===== src/rtl/error_window_ctrl.sv =====
`default_nettype none
// ============================================================================
// Module   : error_window_ctrl
// Purpose  : Measurement-window sequencer and result reader for the receiver
//            error accumulator. Counts 2^LOG2_M symbol enables per window,
//            strobes the accumulator clear/latch, captures the window mean and
//            mean-square, computes the variance and presents the results on
//            a valid/ready interface.
// Ports    : clk, reset (sync, active-high)
//            sym_clk_ena  - one-clk symbol strobe
//            start        - level; 1 = run windows back to back
//            accumulated_error / accumulated_squared_error - accumulator outputs
//            clear_accumulator - accumulator clear/latch strobe
//            shiftVal     - constant LOG2_M
//            mean_error / mean_sq_error / error_variance - captured results
//            stats_valid / stats_ready - result handshake
//            window_count - captured windows since reset (wraps)
//            overrun      - sticky: a capture overwrote an unread result
// Revision : 1.0 - initial release
// ============================================================================
module error_window_ctrl #(
  parameter int LOG2_M     = 10,
  parameter int ACC_SETTLE = 2
) (
  input  logic        clk,
  input  logic        reset,
  input  logic        sym_clk_ena,
  input  logic        start,
  input  logic [17:0] accumulated_error,
  input  logic [35:0] accumulated_squared_error,
  output logic        clear_accumulator,
  output logic [7:0]  shiftVal,
  output logic [17:0] mean_error,
  output logic [35:0] mean_sq_error,
  output logic [35:0] error_variance,
  output logic        stats_valid,
  input  logic        stats_ready,
  output logic [15:0] window_count,
  output logic        overrun
);

  localparam int                CNT_W       = LOG2_M + 1;
  localparam logic [CNT_W-1:0]  WIN_LEN     = {1'b1, {LOG2_M{1'b0}}};
  localparam int                SET_W       = (ACC_SETTLE > 1) ? $clog2(ACC_SETTLE) : 1;
  localparam logic [SET_W-1:0]  SETTLE_LAST = SET_W'(ACC_SETTLE - 1);
  localparam logic [7:0]        SHIFT_VAL   = 8'(LOG2_M);

  typedef enum logic [2:0] {
    ST_IDLE    = 3'd0,
    ST_PRIME   = 3'd1,
    ST_ACCUM   = 3'd2,
    ST_CLOSE   = 3'd3,
    ST_SETTLE  = 3'd4,
    ST_CAPTURE = 3'd5
  } state_t;

  state_t           state, state_next;
  logic [CNT_W-1:0] sym_cnt, sym_cnt_next, sym_cnt_inc;
  logic [SET_W-1:0] settle_cnt, settle_next;
  logic             capture;
  logic             abort;

  // Variance datapath
  logic [35:0] err_ext;
  logic [35:0] err_square;
  logic [36:0] var_diff;
  logic [35:0] var_clamped;

  assign shiftVal = SHIFT_VAL;

  // Saturating symbol count: with very short windows several enables can land
  // in SETTLE/CAPTURE; the count must never wrap past a full window.
  assign sym_cnt_inc = (sym_clk_ena && (sym_cnt != WIN_LEN)) ? sym_cnt + 1'b1 : sym_cnt;

  // --------------------------------------------------------------------------
  // FSM: state register
  // --------------------------------------------------------------------------
  always_ff @(posedge clk) begin
    if (reset) begin
      state      <= ST_IDLE;
      sym_cnt    <= '0;
      settle_cnt <= '0;
    end else begin
      state      <= state_next;
      sym_cnt    <= sym_cnt_next;
      settle_cnt <= settle_next;
    end
  end

  // --------------------------------------------------------------------------
  // FSM: next state and controls
  // --------------------------------------------------------------------------
  always_comb begin
    state_next        = state;
    sym_cnt_next      = sym_cnt;
    settle_next       = settle_cnt;
    clear_accumulator = 1'b0;
    capture           = 1'b0;
    abort             = 1'b0;

    case (state)
      ST_IDLE: begin
        clear_accumulator = 1'b1;
        if (start) state_next = ST_PRIME;
      end
      ST_PRIME: begin
        // The first enable seen here clears the accumulator; counting starts after.
        clear_accumulator = 1'b1;
        if (sym_clk_ena) begin
          state_next   = ST_ACCUM;
          sym_cnt_next = '0;
        end
      end
      ST_ACCUM: begin
        sym_cnt_next = sym_cnt_inc;
        if (sym_cnt_inc == WIN_LEN) state_next = ST_CLOSE;
      end
      ST_CLOSE: begin
        // Clear held across one enable: that symbol is discarded.
        clear_accumulator = 1'b1;
        if (sym_clk_ena) begin
          state_next   = ST_SETTLE;
          sym_cnt_next = '0;
          settle_next  = '0;
        end
      end
      ST_SETTLE: begin
        // Enables here already belong to the new window.
        sym_cnt_next = sym_cnt_inc;
        if (settle_cnt == SETTLE_LAST) state_next = ST_CAPTURE;
        else                           settle_next = settle_cnt + 1'b1;
      end
      ST_CAPTURE: begin
        sym_cnt_next = sym_cnt_inc;
        capture      = 1'b1;
        state_next   = ST_ACCUM;
      end
      default: begin
        clear_accumulator = 1'b1;
        state_next        = ST_IDLE;
      end
    endcase

    // Dropping start abandons the partial window from any active state.
    if ((state != ST_IDLE) && !start) begin
      state_next = ST_IDLE;
      capture    = 1'b0;
      abort      = 1'b1;
    end
  end

  // --------------------------------------------------------------------------
  // Variance: mean_sq - mean^2. The square of an 18-bit signed value fits in
  // 36 bits and is non-negative; the subtraction is done in 37 bits so a
  // negative mean-square cannot wrap into a large positive result.
  // --------------------------------------------------------------------------
  assign err_ext     = {{18{accumulated_error[17]}}, accumulated_error};
  assign err_square  = err_ext * err_ext;
  assign var_diff    = {accumulated_squared_error[35], accumulated_squared_error}
                     - {1'b0, err_square};
  assign var_clamped = var_diff[36] ? 36'd0 : var_diff[35:0];

  // --------------------------------------------------------------------------
  // Result registers and handshake
  // --------------------------------------------------------------------------
  always_ff @(posedge clk) begin
    if (reset) begin
      mean_error     <= '0;
      mean_sq_error  <= '0;
      error_variance <= '0;
      window_count   <= '0;
      stats_valid    <= 1'b0;
      overrun        <= 1'b0;
    end else begin
      if (capture) begin
        mean_error     <= accumulated_error;
        mean_sq_error  <= accumulated_squared_error;
        error_variance <= var_clamped;
        window_count   <= window_count + 16'd1;
        // A capture beats a same-cycle handshake, so valid stays set.
        stats_valid    <= 1'b1;
        if (stats_valid && !stats_ready) overrun <= 1'b1;
      end else if (stats_valid && stats_ready) begin
        stats_valid <= 1'b0;
      end

      if (abort) overrun <= 1'b0;
    end
  end

endmodule
`default_nettype wire


===== config.mk =====
export PLATFORM = sky130hd
export DESIGN_NAME = error_window_ctrl
export DESIGN_NICKNAME = d
export VERILOG_FILES = /design/src/rtl/error_window_ctrl.sv
export SDC_FILE = /design/constraint.sdc
export NUM_CORES = 1
export LEC_CHECK = 0
export CAP_MARGIN = 20
export CORE_ASPECT_RATIO = 0.6
export CORE_UTILIZATION = 60
export DETAILED_ROUTE_END_ITERATION = 12
export GPL_TIMING_DRIVEN = 0
export MAX_ROUTING_LAYER = met4
export PLACE_DENSITY = 0.83
export SETUP_SLACK_MARGIN = 0.2
export SYNTH_ARGS = -nofsm -noshare
export SYNTH_HDL_FRONTEND = slang
export SYNTH_SLANG_ARGS = --single-unit

===== constraint.sdc =====
create_clock -name clk -period 15.9 [get_ports clk]
set_clock_uncertainty 0.1 [all_clocks]
set_input_delay 4.77 -clock clk [delete_from_list [all_inputs] [get_ports clk]]
set_output_delay 4.77 -clock clk [all_outputs]
set_load 0.03 [all_outputs]

[Word-level counts from Yosys, hierarchy flattened]
Cells that the tools add are included.
Operators by class
  $add $sub $neg: 4
  multiply operators: 1
  eq/ne operators: 13
  muxes and demuxes: 19
  reduce and logical (&&, ||, !) cells: 19
Operators by type and width (count)
  37-bit by 36-bit subtractor with 37-bit output: 1
  18-bit by 18-bit multiplier with 36-bit output: 1
  36-bit 2-to-1 mux: 1
  11-bit 2-to-1 mux: 2
  11-bit one-hot mux with 2 select lines: 1
  3-bit one-hot mux with 6 select lines: 1
  16-bit by 1-bit adder with 16-bit output (second input constant): 1
  3-bit 2-to-1 mux: 5
  11-bit by 1-bit adder with 11-bit output (second input constant): 1
  11-bit equality test (second input constant): 1
  11-bit inequality test (second input constant): 1
  2-bit inequality test (second input constant): 5
  1-bit 2-to-1 mux: 8
  3-bit by 2-bit equality test with 1-bit output (second input constant): 2
  3-bit equality test (second input constant): 2
  2-bit AND reduction: 3
  2-bit nonzero test: 3
  2-bit OR reduction: 3
  5-bit AND reduction: 1
  1-bit logical AND: 4
  3-bit by 1-bit equality test with 1-bit output (second input constant): 1
  3-bit logical NOT: 1
  3-bit nonzero test: 1
  3-bit OR reduction: 1
  4 further kinds: 5
Word-level totals
  bits in registers: 123
  bits of input ports: 59
  output and inout bits: 117
  word-level logic and storage cells: 65

[Logic depth before layout (Yosys ltp)]
  depth in word-level cells: 6
  gate-level depth with buffers: 37

[Worst setup path after synthesis]
Ideal clock, no wire load.
  kind: input to register
  start point: input accumulated_error[3]
  end point: register error_variance[34]
  arrival time: 12406 ps
  slack: 3264 ps
  stages on the path: 29
  path through: clkbuf_1 buf_1 nand2_1 fa_1 inv_1 fa_1 inv_1 fa_1 inv_1 fa_1 fa_1 fa_1 ha_1 and3_1 nand2_1 or2_2 a31o_2 a31oi_1 a21o_1 a21oi_1 xor2_1 ha_1 a21o_1 or4b_2 nor3_1 a2111oi_0 o311ai_0 a2111o_1 a21oi_2
On the way
  longest elaborated chain between the ends: 3
RTL lines
  start, declared: RTL line 29  | input logic [17:0] accumulated_error,
  18-bit by 18-bit multiplier with 36-bit output: RTL line 158  | assign err_square = err_ext * err_ext;
  37-bit by 36-bit subtractor with 37-bit output: RTL line 160  | - {1'b0, err_square};
  36-bit 2-to-1 mux: RTL line 161  | assign var_clamped = var_diff[36] ? 36'd0 : var_diff[35:0];
  end signal, assigned: RTL line 178  | error_variance <= var_clamped;
  end, declared: RTL line 35  | output logic [35:0] error_variance,
Every way passes these cells.
A chain may end at the register's enable or synchronous reset.

[Final worst setup path]
  start point: input accumulated_error[5]
  end point: register error_variance[22]
The elaborated chain is that of the path after synthesis.

==> results.json <==
{
  "holdPathStages": 2,
  "critical_path_class": "in -> reg",
  "rr_endpoint": "mean_error[15]$_SDFFE_PP0P_",
  "n_fill_cell": 2234,
  "synth_top_area_share_pct": 33.5,
  "layout.cells.most_common": "sky130_fd_sc_hd__inv_1",
  "pin_count_of_the_biggest_net_entering_global_routing": 17,
  "root_buffer": "sky130_fd_sc_hd__clkbuf_16",
  "worstPathArrival_ns": 14.93,
  "fmax_ghz": 0.0680,
  "startpoint_class_of_the_critical_path": "input pin",
  "critical_path.slowest_cell": "sky130_fd_sc_hd__clkbuf_1",
  "floorplan.die_area_mm2": 0.0302,
  "die_width_um": 224,
  "grt_use_met2_pct": 53.3,
  "run_status": "completed",
  "wl_per_cell_um": 19.2,
  "drt_wl_total_mm": 50.8,
  "cap_viol_max_count": 0,
  "tritoncts": "built",
  "fin_setup_tns_ns": 0,
  "antenna_violating_nets_post_route": 0,
  "clkLatencyLatePin_ns": 0.45,
  "postSynthAreaPerCell_um2": 8.52,
  "async_flop_share_pct": 0,
  "grt_setup_unrepaired": "no",
  "grt.busiest_layer": "met2",
  "layout_min_cycle_time_ns": 14.71,
  "initial_antenna_violation_count": 0,
  "detail_route.first_pass.iterations": 6,
  "hold-path-endpoint": "mean_sq_error[22]$_SDFFE_PP0P_",
  "reg2regPathDepth": 8,
  "synthTopCellsByArea": "sky130_fd_sc_hd__fa_1, sky130_fd_sc_hd__dfxtp_1, sky130_fd_sc_hd__ha_1, sky130_fd_sc_hd__inv_1, sky130_fd_sc_hd__nand2_1",
  "gr-usage-all-layers_pct": 36.6,
  "cpMostUsedCell": "sky130_fd_sc_hd__fa_1",
  "clock_sinks": 123,
  "postSynthCellCount": 2074,
  "top_level_ports": 176,
  "route.vias.total": 15000,
  "grt_overflow": 0,
  "floorplan.rows": 48,
  "cts_hold_buf": 0,
  "max_slew.worst_pin.slew_ns": 0.960,
  "critical_path_required_ns": 16.12,
  "synth.lib_cells_used.distinct": 66,
  "max-slew-margin-rel_pct": 36.0,
  "netlist.top_cell.by_area": "sky130_fd_sc_hd__fa_1",
  "area_growth_syn_to_layout_pct": 15.4,
  "post-cts-setup-buffers": 0,
  "grt_util_met1_pct": 50.1,
  "fraction_of_final_layout_cells_sized_beyond_drive_strength_1_pct": 2.68,
  "postCtsResizedCells": 0,
  "dp_hpwl_mm": 42.5,
  "die_y_um": 135,
  "finalSetupViolations": 0,
  "placeable_core_region_mm2": 0.0288,
  "timing.rr.start": "state[1]$_SDFFE_PP0P_",
  "dominantRegCellSynth": "sky130_fd_sc_hd__dfxtp_1",
  "finalHoldWorstSlack_ns": 0.356,
  "floorplan.initialDensity_pct": 61.3,
  "finalMaxSlewViolations": 0,
  "yosys_warnings": 0,
  "avgViaCountPerCell": 5.67,
  "first_global_vias": 15200,
  "timing.final.crit_share_pct": 92.5,
  "reg_to_reg_setup_timing_slack_ns": 12.45,
  "timing.critical_path.fanout_max": 10,
  "finalHoldViolCount": 0,
  "sequential_share_of_the_synthesized_area_pct": 13.9,
  "grt.met3_usage_pct": 10.1,
  "post_synth_instance_area_mm2": 0.0177,
  "holdCritPathClass": "reg -> reg",
  "number_of_buffers_between_clock_root_and_the_deepest_sink": 2,
  "cts_buffers": 17,
  "setup.worst_path.end_class": "flip-flop",
  "grt_pass1_wl_mm": 81.1,
  "final_cell_mix": "sky130_fd_sc_hd__inv_1, sky130_fd_sc_hd__fa_1, sky130_fd_sc_hd__nand2_1",
  "htree_num_levels": 4,
  "drt_iter0_drc": 1477,
  "antenna-diode-count": 0,
  "postSynthRegisterBits": 123,
  "worst_path_clk_slew_ns": 0.06,
  "fin_nets": 2761,
  "synth_enable_flop_cells": 0,
  "timing.hold.worst.start": "mean_sq_error[22]$_SDFFE_PP0P_",
  "worst_path_largest_cell_delay_ns": 0.71,
  "port-buffer-count": 161,
  "detail_route.drc_violations": 0,
  "finalWeightedCongestion": 0.992
}
-- registers in the layout, indices dropped and copies added, names as in the netlist --
name,flops
error_variance,36
mean_error,18
mean_sq_error,36
overrun,1
settle_cnt,1
state,3
stats_valid,1
sym_cnt,11
window_count,16
-- cell usage after synthesis (42+ instances only) --
cell	instances
sky130_fd_sc_hd__and2_1	49
sky130_fd_sc_hd__xnor2_1	47
sky130_fd_sc_hd__dfxtp_1	123
sky130_fd_sc_hd__fa_1	296
sky130_fd_sc_hd__o21ai_0	45
sky130_fd_sc_hd__ha_1	145
sky130_fd_sc_hd__nand2_1	267
sky130_fd_sc_hd__nor2_1	118
sky130_fd_sc_hd__clkbuf_1	71
sky130_fd_sc_hd__inv_1	432
sky130_fd_sc_hd__a21oi_1	137
sky130_fd_sc_hd__a21o_1	42
-- through the flow --
step	worst slack [ns]	instance area, µm²	instances	util, %
3_3_place_gp	1.14	19800	2616	68.6
6_report	1.19	20400	2649	70.7
5_1_grt	0.707	20400	2649	70.7
3_5_place_dp	1.06	19800	2616	68.6
4_1_cts	1.49	20400	2648	70.6
2_1_floorplan	3.26	17700	2080	-
-- per-layer routing --
layer / wire [µm] / up-vias
met5: 0 / -
met4: 1340 / 0
met2: 22200 / 737
met3: 5530 / 118
met1: 21800 / 7328
li1: - / 6844
-- worst max-delay path: cells and delay by family --
| family | cells | cell delay, ns |
|---|---|---|
| buffers and inverters | 8 | 2.49 |
| adder cells (fa/ha/maj) | 8 | 3.78 |
| XOR/XNOR | 1 | 0.11 |
| AO/OA/AOI/OAI | 11 | 2.64 |
| AND/OR/NAND/NOR | 6 | 1.13 |
-- how the worst max path moves through the flow --
stage	cells past startpoint	end	from	slack, ns
floorplan	29	error_variance[34]$_SDFFE_PP0P_	accumulated_error[3]	3.26
global placement	33	error_variance[3]$_SDFFE_PP0P_	accumulated_error[5]	1.14
detailed placement	35	error_variance[22]$_SDFFE_PP0P_	accumulated_error[5]	1.06
CTS	35	error_variance[22]$_SDFFE_PP0P_	accumulated_error[5]	1.49
global route	34	error_variance[5]$_SDFFE_PP0P_	accumulated_error[5]	0.71
finish	34	error_variance[22]$_SDFFE_PP0P_	accumulated_error[5]	1.19
-- cell families after synthesis --
kind of cell,Yosys count,synth area share [%]
muxes,5,0.290
AOI/OAI and AO/OA,336,12.1
adders and majority gates,441,43.8
and+or+nand+nor,562,14.3
xor gates and xnor gates,84,4.17
buffers and inverters,521,11.3
DFF,123,13.9
other,2,0.0425
-- cell type report --
class                   instances  area (µm²)  area share [%]
well taps                     375         469            2.30
plain buffers                  89         375            1.84
flip-flops and latches        123        2460            12.1
inverters                     432        1620            7.96
repair buffers                162        1620            7.97
multi-input cells            1436       13200            64.9
clock inverters                15         173           0.847
clock buffers                  17         425            2.09
Power is not shown: default switching activity piles up to over one toggle a cycle in this logic, so the estimate is an artifact.
